File: config.mk
export PLATFORM = sky130hd
export DESIGN_NAME = vgpr_rd_port_arbiter
export DESIGN_NICKNAME = d
export VERILOG_FILES = /design/src/rtl/vgpr_rd_port_arbiter.sv
export SDC_FILE = /design/constraint.sdc
export NUM_CORES = 1
export LEC_CHECK = 0
export BUFFER_PORTS_ARGS = -buffer_cell sky130_fd_sc_hd__buf_2
export CORE_ASPECT_RATIO = 0.8
export CORE_MARGIN = 8
export CORE_UTILIZATION = 43
export CTS_BUF_LIST = sky130_fd_sc_hd__clkbuf_2 sky130_fd_sc_hd__clkbuf_4 sky130_fd_sc_hd__clkbuf_8
export DETAILED_ROUTE_END_ITERATION = 10
export GPL_ROUTABILITY_DRIVEN = 0
export PLACE_DENSITY = 0.86
export SLEW_MARGIN = 40
export SYNTH_ARGS = -nofsm -noshare
export SYNTH_HDL_FRONTEND = slang
export SYNTH_SLANG_ARGS = --single-unit
File: constraint.sdc
create_clock -name clk -period 13.1 [get_ports clk]
set_clock_uncertainty 0.15 [all_clocks]
set_input_delay 2.62 -clock clk [delete_from_list [all_inputs] [get_ports clk]]
set_output_delay 2.62 -clock clk [all_outputs]
set_load 0.02 [all_outputs]
File: src/rtl/vgpr_rd_port_arbiter.sv
// vgpr_rd_port_arbiter: round-robin arbiter/sequencer for the shared VGPR read port.
// Macro VGPR_RD_ARB_PORT0_PRIO_EN gives requester 0 absolute priority.
module vgpr_rd_port_arbiter #(
  parameter int ADDR_W     = 10,
  parameter int RD_LATENCY = 1
) (
  input  logic                clk,
  input  logic                rst_n,
  input  logic [7:0]          req,
  input  logic [8*ADDR_W-1:0] req_addr,
  input  logic                bank_busy,
  output logic [7:0]          gnt,
  output logic [7:0]          port_rd_en,
  output logic [8*ADDR_W-1:0] port_rd_addr,
  output logic [7:0]          rd_data_vld
);

  logic [2:0] ptr;
  logic [2:0] gnt_idx;
  logic       gnt_any;
  logic [2:0] idx;
  logic       ptr_upd;
  logic [7:0] vld_pipe [RD_LATENCY];
`ifdef VGPR_RD_ARB_PORT0_PRIO_EN
  logic [2:0] start;
  logic [3:0] sum;
`endif

  // Grant the first pending requester at or after ptr (comb, no req feedback).
  always_comb begin
    gnt     = '0;
    gnt_idx = '0;
    gnt_any = 1'b0;
    idx     = '0;
`ifdef VGPR_RD_ARB_PORT0_PRIO_EN
    start   = (ptr == 3'd0) ? 3'd1 : ptr;
    sum     = '0;
    if (rst_n && !bank_busy && |req) begin
      if (req[0]) begin
        gnt_any = 1'b1;
      end else begin
        for (int k = 0; k < 7; k++) begin
          sum = {1'b0, start} + 4'(k);
          idx = (sum > 4'd7) ? 3'(sum - 4'd7) : sum[2:0];
          if (!gnt_any && req[idx]) begin
            gnt_any = 1'b1;
            gnt_idx = idx;
          end
        end
      end
    end
`else
    if (rst_n && !bank_busy && |req) begin
      for (int k = 0; k < 8; k++) begin
        idx = ptr + 3'(k);
        if (!gnt_any && req[idx]) begin
          gnt_any = 1'b1;
          gnt_idx = idx;
        end
      end
    end
`endif
    if (gnt_any) gnt = 8'b1 << gnt_idx;
  end

  // Port 0 under absolute priority leaves the round-robin pointer alone.
  always_comb begin
`ifdef VGPR_RD_ARB_PORT0_PRIO_EN
    ptr_upd = gnt_any && (gnt_idx != 3'd0);
`else
    ptr_upd = gnt_any;
`endif
  end

  // Pointer advance and registered enable/address toward the mux.
  always_ff @(posedge clk or negedge rst_n) begin
    if (!rst_n) begin
      ptr          <= '0;
      port_rd_en   <= '0;
      port_rd_addr <= '0;
    end else begin
      if (ptr_upd) ptr <= gnt_idx + 3'd1;
      port_rd_en <= gnt;
      for (int i = 0; i < 8; i++) begin
        port_rd_addr[i*ADDR_W +: ADDR_W] <=
          gnt[i] ? req_addr[i*ADDR_W +: ADDR_W] : '0;
      end
    end
  end

  // Fixed-latency valid pipeline; runs regardless of bank_busy.
  always_ff @(posedge clk or negedge rst_n) begin
    if (!rst_n) begin
      for (int i = 0; i < RD_LATENCY; i++) vld_pipe[i] <= '0;
    end else begin
      vld_pipe[0] <= port_rd_en;
      for (int i = 1; i < RD_LATENCY; i++) vld_pipe[i] <= vld_pipe[i-1];
    end
  end

  assign rd_data_vld = vld_pipe[RD_LATENCY-1];

endmodule

==> flow_summary.toml, run 1 <==
[synth]
seq_area_frac_synth = 0.570
synth_commonest_cells = "dfrtp_1 (99), nor3b_1 (40), and4_1 (30)"
synth_ff_type = "dfrtp_1"
yosys.area.top_type_share = 0.570
ys_top_cells_by_area = "dfrtp_1 (57%), mux4_2 (7.3%), nor3b_1 (6.9%)"
ys_ff_latch = 99
synth_edf_count = 0
synth.distinct_cells = 50
syn_area_per_cell_sq_um = 13.1
netlist.top_cell.by_area = "dfrtp_1"
synth_nets = 429
yosys_warnings = 0
async_flop_share = 1.00
syn_inst = 332
yosysMostFrequentCell = "dfrtp_1"
syn_area_sq_um = 4340

[timing]
slew_headroom = 0.504
worst_pin_slew_ns = 0.744
min_period_over_period = 0.653
finalSetupViolations = 0
fin_crit_ns = 8.56
hold_viol_final = 0
grt_setup_unrepaired = "no"
tns_ns = 0
timing.fmax_ghz = 0.117
slew_violations = 0

[min_path]
hp-class = "reg -> reg"
hp-start = "port_rd_en[4]"

[clock_network]
cts_tree = "done"
cts_hold_buffers = 0
cts_buffers = 9
clock-sinks = 99
cts_resized = 0
clkTransAtPathRegs_ns = 0.10
htreeDepth = 3
worstSkewPairLatency_ns = 0.36
clock_path_buffers = 2
root_buffer = "clkbuf_8"
post-cts-setup-buffers = 0

[critical_path]
endpoint_kind = "output pin"
required_ns = 10.33
cp.arrival_ns = 5.79
path_class = "in -> out"
reg2reg_from = "ptr[0]"
cp_max_fo = 58
worstSetupStartpointType = "input pin"
startpoint = "req[7]"

[routing]
drtAntennaViolNets = 0
dr.first_iter.drc_count = 350
vias_per_cell = 5.33
wirelength_microns = 12500
avgRoutedWirePerCell_microns = 19.2
dr.pass1.iters = 4
drc = 0
vias = 3467

[final_layout]
fillers = 837
regArea_sq_um = 2480
multiInputGateArea_sq_um = 1710
nets = 608
utilization = 0.572
syn2layout_area_growth_pct = 28.2
drive_gt1_frac = 0.458
diodes = 0

[die]
rows = 32
fp.dieW_microns = 128
die_height_microns = 106
initial_utilization = 0.447
core_sq_um = 9730
die_area_sq_um = 13600
io_pins = 195

[run]
maxCapViolCount = 0

[placed_design]
hpwl_microns = 9520
port_buffers = 194

[power_and_ir_drop]
leakagePower_nw = 3.02
ir_drop_v = 0.0000911
power.total_mw = 1.03
p_per_area_nw_per_um2 = 185

[status]
status = "complete, no violations"

[grt]
grt_pass1_wl_microns = 19300
grt_pass1_vias = 3656
grt.total_usage = 0.181
antenna_found_initial = 0
grt.overflow.total = 0
grt_max_degree = 59
==> worst max-delay path, cell delays in order <==
cell,delay [ns]
buf_2,0.15
mux4_2,0.54
mux2i_2,0.27
nand4_1,0.14
or3_1,0.47
a31oi_4,0.60
buf_4,0.57
and2_1,0.21
buf_2,0.17
==> layer usage <==
layer	vias up	routed length (microns)	track usage
met3	15	1560	0.0784
met4	0	171	0.0542
met2	199	5730	0.291
li1	1590	-	-
met5	-	0	0
met1	1663	5010	0.217
==> path summary, 6_finish.rpt <==
check                              endpoint  slack, ns  cells after the start
max                                  gnt[7]       4.54                      9
min reg2reg                  rd_data_vld[4]       0.23                      0
max reg2reg                port_rd_addr[21]       8.04                     10
max in group asynchronous  port_rd_addr[45]       9.61                      2
min in group asynchronous  port_rd_addr[32]       2.11                      1
min                          rd_data_vld[4]       0.23                      0
==> registers in the layout (all words and copies together), names as in the netlist <==
name and cells:
rd_data_vld 8, port_rd_addr 80, ptr 3, port_rd_en 8
==> power breakdown <==
group / total [mW] / switching (mW) / internal (mW)
registers: 0.362 / 0.0316 / 0.330
clock network: 0.194 / 0.104 / 0.0904
logic: 0.473 / 0.298 / 0.175
==> placed cells by master (no fill, tap or decap), types with 5 or more instances in the layout <==
cell,instances
ha_1,6
nor3b_1,40
inv_1,5
mux4_2,14
and3_1,14
dfrtp_1,99
mux2i_1,10
clkbuf_8,9
nand2b_1,6
nand2_1,9
buf_2,193
nor2_1,10
and4_1,30
==> kinds of logic (layout without fill, tap and decap cells) <==
group	Yosys count	after routing	synth area share
compound gates	31	31	0.0567
xor+xnor	3	3	0.00605
flops	99	99	0.570
buf+inv	35	218	0.0374
fa+ha+maj	6	6	0.0173
mux	29	29	0.109
simple gates	129	129	0.203
==> stage by stage <==
stage                     cells  setup slack, ns  hold slack, ns  area, sq um
after floorplan             332             5.28           0.344         4340
after global placement      636             4.66           0.207         5370
after detailed placement    636             4.56           0.212         5370
after CTS                   651             4.54           0.229         5570
after global routing        651             4.28           0.253         5570
final                       651             4.54           0.225         5570
==> final cells by class <==
cell class,count,area share
Sequential cell,99,0.445
Multi-Input combinational cell,198,0.307
Timing Repair Buffer,197,0.179
Tap cell,136,0.0306
Clock buffer,10,0.0236
Clock inverter,5,0.0112
Inverter,6,0.00404
Power figures use the tool's default switching activity.
==> run 2: changes to the inputs <==
- ABC_AREA: default -> 1
- PLACE_DENSITY: 0.86 -> 0.89
- clock period: 13.1 -> 7.65 ns (I/O delays scaled with it)
==> run 2 against run 1 <==
Combinational power up 71%. Cell count is 20% higher. Clock power is 65% higher. Global-route usage shrank 2.3 points. Die area up 0.60%. Non-clock buffer count shrank 2. Critical path depth grew 10. Sequential share of layout area fell by 0.23 points.
==> flow_summary.toml, run 2 <==
[status]
status = "complete, no violations"

[grt]
grt_max_degree = 64
antenna_found_initial = 0
grt.total_usage = 0.159
grt_pass1_vias = 3493
grt_pass1_wl_microns = 17100
grt.overflow.total = 0

[synth]
async_flop_share = 1.00
yosysMostFrequentCell = "inv_1"
syn_inst = 441
yosys_warnings = 0
syn_area_per_cell_sq_um = 9.92
synth_compound_area_frac = 0.0109
seq_area_frac_synth = 0.566
synthAdderAreaFrac = 0.0172
synth_mux_area_frac = 0
synthXorXnorAreaFrac = 0.0117
ys_top_cells_by_area = "dfrtp_1 (57%), inv_1 (8.8%), nor2_2 (8.2%)"
syn_area_sq_um = 4370
synth_ff_type = "dfrtp_1"
yosys.area_share.simple = 0.269
synth.distinct_cells = 31
yosys.area.top_type_share = 0.566
synth_top_family_by_area = "simple AND/OR/NAND/NOR gates"
ys_ff_latch = 99
netlist.top_cell.by_area = "dfrtp_1"
synth_edf_count = 0
synth_commonest_cells = "inv_1 (102), dfrtp_1 (99), nor2_2 (57)"
synth_nets = 538

[routing]
vias = 3411
vias_per_cell = 4.37
avgRoutedWirePerCell_microns = 14.0
dr.pass1.iters = 6
wirelength_microns = 11000
drc = 0
drtAntennaViolNets = 0
dr.first_iter.drc_count = 178

[placed_design]
place_area_sq_um = 5400
post-place-ws_ns = 1.96
port_buffers = 194
hpwl_microns = 8790

[final_layout]
regMostFlops = "port_rd_addr"
utilization = 0.556
fillers = 911
drive_gt1_frac = 0.484
final_common_cell = "buf_2"
largest_reg_flops = 80
syn2layout_area_growth_pct = 27.9
finish.instance_area_sq_um = 5600
diodes = 0
mostFrequentLayoutCells = "buf_2 (193), inv_1 (102), dfrtp_1 (99)"
nets = 733

[critical_path]
endpoint_kind = "output pin"
crit_chain = "inv_2, ha_1, inv_1, nand3_1, nand3_2, nand2_2, nor2_8, nand3_1, or2_2, or2_0, nand3_1, nor2_1, nor2_1, ha_1, inv_1, nor2_1, nand2_4, inv_2, buf_2"
worst_path_max_delay_cell = "dfrtp_1"
cp_max_fo = 12
cp.arrival_ns = 4.19
critical_path.top_delay_family = "simple AND/OR/NAND/NOR gates"
cp_num_buf_inv = 5
required_ns = 5.97
max_stage_delay_ns = 0.67
path_class = "reg -> out"
worstSetupStartpointType = "register"

[timing]
timing.fmax_ghz = 0.170
tns_ns = 0
min_period_over_period = 0.768
fin_crit_ns = 5.87
worst_pin_slew_ns = 0.553
slew_headroom = 0.632
slew_violations = 0
finalSetupViolations = 0
hold_viol_final = 0
grt_setup_unrepaired = "no"
worst_slack_ns = 1.78

[die]
initial_utilization = 0.434
io_pins = 195
die_area_sq_um = 13700
core_sq_um = 10100
rows = 33
fp.dieW_microns = 129
die_height_microns = 106

[clock_network]
cts_tree = "done"
cts_hold_buffers = 0
cts_buffers = 9
htreeDepth = 3
clock-sinks = 99
clkTransAtPathRegs_ns = 0.11
post-cts-setup-buffers = 0
cts_resized = 0
clock_path_buffers = 2
root_buffer = "clkbuf_8"
worstSkewPairLatency_ns = 0.36

[power_and_ir_drop]
p_clk_frac = 0.184
ir_drop_v = 0.000141
switching_power_mw = 0.782
power.total_mw = 1.74
p_per_area_nw_per_um2 = 311
leakagePower_nw = 3.57
pwr-share-comb = 0.464
pwr-share-seq = 0.353
intPower_mw = 0.958
p_sw_frac = 0.450

[run]
maxCapViolCount = 0

[min_path]
hp-class = "reg -> reg"
-- run 2: changes by cell type after synthesis, moves of 21 or more --
cell	before	now
inv_1	5	102
nor2_2	0	57
nor3b_1	40	0
nand2_1	9	43
and4_1	30	0
nor2_1	10	38
nand3_1	3	24
-- run 2: worst reg2reg max path: stages, from the launching register on --
cell	delay [ns]
dfrtp_1	0.67
inv_2	0.21
ha_1	0.45
inv_1	0.23
nand3_1	0.15
nand3_2	0.12
nand2_2	0.09
nor2_8	0.12
nand3_1	0.10
or2_2	0.29
or2_0	0.21
nand3_1	0.08
nor2_1	0.04
nor2_1	0.18
inv_1	0.09
ha_1	0.22
nand3_2	0.30
inv_1	0.10
-- run 2: logic make-up after synthesis --
group                    count (synthesis)
adder cells (fa/ha/maj)                  6
XOR/XNOR                                 5
AND/OR/NAND/NOR                        201
flip-flops                              99
AO/OA/AOI/OAI                            9
buffers and inverters                  121
-- run 2: path summary, 6_finish.rpt --
| path | slack, ns | startpoint | to | cells after the start |
|---|---|---|---|---|
| min reg2reg | 0.23 | port_rd_en[3] | rd_data_vld[3] | 0 |
| max | 1.78 | ptr[0] | gnt[3] | 19 |
| min in group asynchronous | 0.97 | rst_n | port_rd_addr[62] | 1 |
| min | 0.23 | port_rd_en[3] | rd_data_vld[3] | 0 |
| max in group asynchronous | 5.46 | rst_n | port_rd_addr[49] | 2 |
| max reg2reg | 3.72 | ptr[0] | port_rd_en[4] | 17 |
-- run 2: per-stage QoR --
stage,hold WS (ns),std cells
finish,0.231,781
global route,0.255,781
CTS,0.240,781
detailed placement,0.218,765
global placement,0.201,765
floorplan,0.344,441
-- run 2: cell type report --
cell class	count	area (sq um)	area share
Clock inverter	7	71.3	0.0127
Tap cell	140	175	0.0313
Sequential cell	99	2480	0.443
Timing Repair Buffer	195	985	0.176
Inverter	110	413	0.0738
Clock buffer	9	124	0.0221
Multi-Input combinational cell	221	1350	0.241
-- run 2: metal layers --
layer	track usage	vias to the layer above	wire length, microns
met2	0.263	180	5130
met1	0.179	1553	4260
met4	0.0477	0	147
li1	-	1665	-
met3	0.0745	13	1420
met5	0	-	0
-- run 2: power groups by stage --
stage          sequential (mW)  clock [mW]  combinational [mW]
6_report                 0.614       0.320               0.807
5_1_grt                  0.621       0.353               0.888
4_1_cts                  0.614       0.334               0.803
3_5_place_dp             0.624           0               0.800
3_3_place_gp             0.620           0               0.783
2_1_floorplan            0.656           0               0.595
